==> config.mk <==
export PLATFORM = sky130hd
export DESIGN_NAME = uart_rx_fifo
export DESIGN_NICKNAME = d
export VERILOG_FILES = /design/src/rtl/uart_rx_fifo.sv
export SDC_FILE = /design/constraint.sdc
export NUM_CORES = 1
export LEC_CHECK = 0
export BUFFER_PORTS_ARGS = -buffer_cell sky130_fd_sc_hd__buf_2
export CAP_MARGIN = 5
export CORE_AREA = 4 4 115 117
export DETAILED_ROUTE_END_ITERATION = 8
export DIE_AREA = 0 0 119 121
export PLACE_DENSITY_LB_ADDON = 0.12
export SYNTH_ARGS = -nofsm -noshare
export SYNTH_HDL_FRONTEND = slang
export SYNTH_SLANG_ARGS = --single-unit
==> constraint.sdc <==
create_clock -name i_clk -period 3.25 [get_ports i_clk]
set_input_delay 0.8125 -clock i_clk [delete_from_list [all_inputs] [get_ports i_clk]]
set_output_delay 0.8125 -clock i_clk [all_outputs]
set_load 0.02 [all_outputs]
==> src/rtl/uart_rx_fifo.sv <==
// Receive-side FWFT buffer behind the UART receiver: queues each word with its
// parity/frame flags and reports occupancy, threshold and sticky overrun status.
module uart_rx_fifo #(
    parameter int DATA_W = 8,
    parameter int ADDR_W = 4
) (
    input  logic              i_clk,
    input  logic              i_reset_n,
    input  logic              i_rx_done_tick,
    input  logic [DATA_W-1:0] i_rx_data,
    input  logic              i_par_err,
    input  logic              i_frm_err,
    input  logic              i_rd,
    input  logic              i_ovr_clr,
    input  logic [ADDR_W:0]   i_thresh,
    output logic [DATA_W-1:0] o_data,
    output logic              o_par_err,
    output logic              o_frm_err,
    output logic              o_empty,
    output logic              o_full,
    output logic [ADDR_W:0]   o_count,
    output logic              o_level,
    output logic              o_overrun
);

    localparam int DEPTH = 2 ** ADDR_W;
    localparam logic [ADDR_W:0] FULL_COUNT = (ADDR_W + 1)'(DEPTH);

    // Entry layout: {frm_err, par_err, data}
    logic [DATA_W+1:0] mem [DEPTH];
    logic [ADDR_W-1:0] wr_ptr;
    logic [ADDR_W-1:0] rd_ptr;
    logic [ADDR_W:0]   count;
    logic              overrun;

    logic              push;
    logic              pop;
    logic              wr_en;
    logic              drop;
    logic [DATA_W+1:0] head;

    assign o_empty = (count == '0);
    assign o_full  = (count == FULL_COUNT);

    // A full FIFO still accepts a push when the same cycle frees a slot.
    assign push  = i_rx_done_tick;
    assign pop   = i_rd & ~o_empty;
    assign wr_en = push & (~o_full | pop);
    assign drop  = push & o_full & ~pop;

    always_ff @(posedge i_clk) begin
        if (wr_en) begin
            mem[wr_ptr] <= {i_frm_err, i_par_err, i_rx_data};
        end
    end

    always_ff @(posedge i_clk or negedge i_reset_n) begin
        if (!i_reset_n) begin
            wr_ptr  <= '0;
            rd_ptr  <= '0;
            count   <= '0;
            overrun <= 1'b0;
        end else begin
            if (wr_en) begin
                wr_ptr <= wr_ptr + 1'b1;
            end
            if (pop) begin
                rd_ptr <= rd_ptr + 1'b1;
            end
            case ({wr_en, pop})
                2'b10:   count <= count + 1'b1;
                2'b01:   count <= count - 1'b1;
                default: count <= count;
            endcase
            // A new drop takes priority over a clear in the same cycle.
            if (drop) begin
                overrun <= 1'b1;
            end else if (i_ovr_clr) begin
                overrun <= 1'b0;
            end
        end
    end

    assign head      = mem[rd_ptr];
    assign o_data    = o_empty ? '0 : head[DATA_W-1:0];
    assign o_par_err = o_empty ? 1'b0 : head[DATA_W];
    assign o_frm_err = o_empty ? 1'b0 : head[DATA_W+1];
    assign o_count   = count;
    assign o_level   = (count >= i_thresh);
    assign o_overrun = overrun;

endmodule
==> impl_metrics.tcl <==
set metrics [dict create \
    status "finished clean" \
    cts_tree "built" \
    wl_um 13900 \
    grt_max_degree 32 \
    core-area_sq_um 12400 \
    ys_seq_elements 174 \
    synth_top_area_share_pct 66.7 \
    setup_viol 0 \
    cts_buffer_depth 2 \
    area_growth_pct 15.8 \
    maxCapViolations 0 \
    final_antenna_net_count 0 \
    timing.final.crit_share_pct 96.9 \
    tightest_slew_ns 0.862 \
    max_slew_margin_pct 42.5 \
    rows 41 \
    fin_skew_ns 0.00826 \
    async_flop_share_pct 8.05 \
    fin_nets 469 \
    cts_sinks 174 \
    synth_area_leaders "edfxtp_1 67%, mux4_2 13%, dfrtp_1 4.9%" \
    drc 0 \
    fp.dieH_um 121 \
    htreeDepth 4 \
    start_kind "flop" \
    vias 3647 \
    synth_edf_count 160 \
    clk_latency_ns 0.42 \
    p_per_area_nw_per_um2 897 \
    setup_tns_ns 0 \
    start_util_pct 58.3 \
    cts_inserted_buffers 17 \
    seq_area_frac_synth_pct 71.5 \
    period_needed_ns 3.15 \
    drv_slew 0 \
    fin_ws_ns 0.102 \
    hold_viol 0 \
    r2r_cells 7 \
    synthesis.area_sq_um 7210 \
    wire_per_inst_um 22.3 \
    critPathRequiredTime_ns 2.44 \
    die-area_sq_um 14400 \
    antenna-diode-count 0 \
    cellLeakagePower_nw 2.86 \
    overflow 0 \
    path_class "reg2out" \
    synth-main-ff-cell "edfxtp_1" \
    worstHoldPathType "in2async" \
    pin_count 39 \
    firstDrtPassIters 5 \
    numPortBuffers 38 \
    grt_usage_pct 20.6 \
    cts_root_buf "clkbuf_16" \
    dr.first_iter.drc_count 316 \
    dp_slack_ns 0.356 \
    synth_cell_types 47 \
    synthCells 377 \
    cp.arrival_ns 2.34 \
    post-dp-hpwl_um 8600 \
    antenna_found_initial 0 \
    setup.worst_path.start "rd_ptr[1]" \
    drive_gt1_share_pct 32.0 \
    synth_nets 409 \
    die_w_um 119 \
    yosys.area.top_type "edfxtp_1" \
    endpoint_kind "primary output" \
    avgViaCountPerCell 5.86 \
    yosysWarnings 0 \
    avgSynthCellArea_sq_um 19.1 \
    cp_max_fo 22 \
    clk_pin_slew_ns 0.06 \
    fmax_mhz 318 \
    gp_congestion 0.801 \
    grt_pass1_wl_um 21300 \
    irDropWorstVdd_mv 0.404 \
    grt_pass1_vias 3678 \
    rsz0062_at_grt "no" \
    ctsHoldBuffers 0 \
    r2r-start "o_count[1]" \
]
-- path summary, 6_finish.rpt --
path                                   end  slack (ns)
max in group asynchronous        rd_ptr[0]        2.67
worst min-delay path             wr_ptr[1]        0.29
min in group i_clk               o_overrun        0.52
worst max-delay path             o_data[0]        0.10
worst min register to register   o_overrun        0.52
worst max register to register  o_count[4]        0.71
-- metal layers --
layer  vias up  track usage [%]  share of wire [%]
met3        12             3.68                5.2
met2       109             33.7                 51
li1       1646                -                  -
met5         -                0                  0
met1      1880             28.6                 43
met4         0             6.88                1.0
-- final cells by class --
type | count | area [sq um]
flip-flops and latches | 174 | 5160
fillers | 815 | 4020
multi-input cells | 168 | 1910
clock buffers | 19 | 433
repair buffers | 61 | 404
well taps | 172 | 215
clock inverters | 13 | 164
inverters | 15 | 56.3
-- registers in the layout, summed over array words and instances (netlist names) --
| register | cells |
|---|---|
| mem | 160 |
| o_count | 5 |
| o_overrun | 1 |
| rd_ptr | 4 |
| wr_ptr | 4 |
-- worst max-delay path: stages (launching register included) --
cell and delay [ns]:
dfrtp_4 0.46, buf_12 0.21, buf_4 0.25, mux4_2 0.33, mux2i_1 0.27, a211oi_1 0.15
buf_2 0.22
-- power breakdown --
part           internal, mW  switching, mW  total [mW]  leakage [nW]
registers              2.74          0.276        3.01          1.61
logic                  1.16           1.28        2.44         0.969
clock network          1.21          0.813        2.03         0.285
total                  5.11           2.37        7.48          2.86
-- cells by family after synthesis --
| family | after synthesis | share of synthesized area (%) |
|---|---|---|
| AND/OR/NAND/NOR | 55 | 4.53 |
| adder cells (fa/ha/maj) | 12 | 2.08 |
| flip-flops | 174 | 71.5 |
| AO/OA/AOI/OAI | 39 | 4.01 |
| XOR/XNOR | 9 | 1.09 |
| multiplexers | 53 | 14.4 |
| buffers and inverters | 35 | 2.36 |
-- metrics by stage --
step                      utilization (%)  cells  instance area [sq um]  power, mW  hold WS [ns]
after floorplan                         -    377                   7210       4.73         0.517
after global placement               62.3    587                   7700       5.41         0.500
final                                67.5    622                   8350       7.48         0.291
after global routing                 67.5    622                   8350       7.86         0.307
after CTS                            67.5    622                   8340       7.54         0.287
after detailed placement             62.3    587                   7700       5.47         0.522
-- Yosys cell counts (2+ instances only) --
master,n
nor3b_1,2
nand2_1,7
nor3_1,2
buf_1,2
nor2_1,7
mux2i_1,11
a21oi_1,3
nand2b_1,5
nand3_1,4
dfrtp_1,14
edfxtp_1,160
and2_1,8
inv_1,15
buf_6,2
buf_4,4
mux4_2,40
o21ai_0,3
buf_2,6
nor2b_1,10
a211oi_1,20
nor4_1,4
xnor2_1,8
ha_1,12
clkbuf_1,5
-- layout by cell type, fill, tap and decap left out, types with 2 or more instances in the layout --
cell and count:
a211oi_1 19, a21oi_1 3, and2_1 8, buf_12 3
buf_2 38, buf_4 19, bufinv_16 3, clkbuf_1 2
clkbuf_16 17, clkinv_1 2, clkinv_4 2, clkinvlp_4 2
dfrtp_1 12, dfrtp_4 2, edfxtp_1 160, ha_1 12
inv_1 15, inv_6 2, mux2i_1 11, mux4_2 40
nand2_1 7, nand2b_1 5, nand3_1 4, nor2_1 7
nor2b_1 10, nor3_1 2, nor3b_1 2, nor4_2 4
o21ai_0 3, xnor2_1 8
-- timing repair --
| item | CTS | global route |
|---|---|---|
| endpoints found under the setup margin | 10 | 3 |
| cloned | 0 | 0 |
| buffers inserted | 3 | 0 |
| resized for setup | 3 | 1 |
Power figures use the tool's default switching activity.
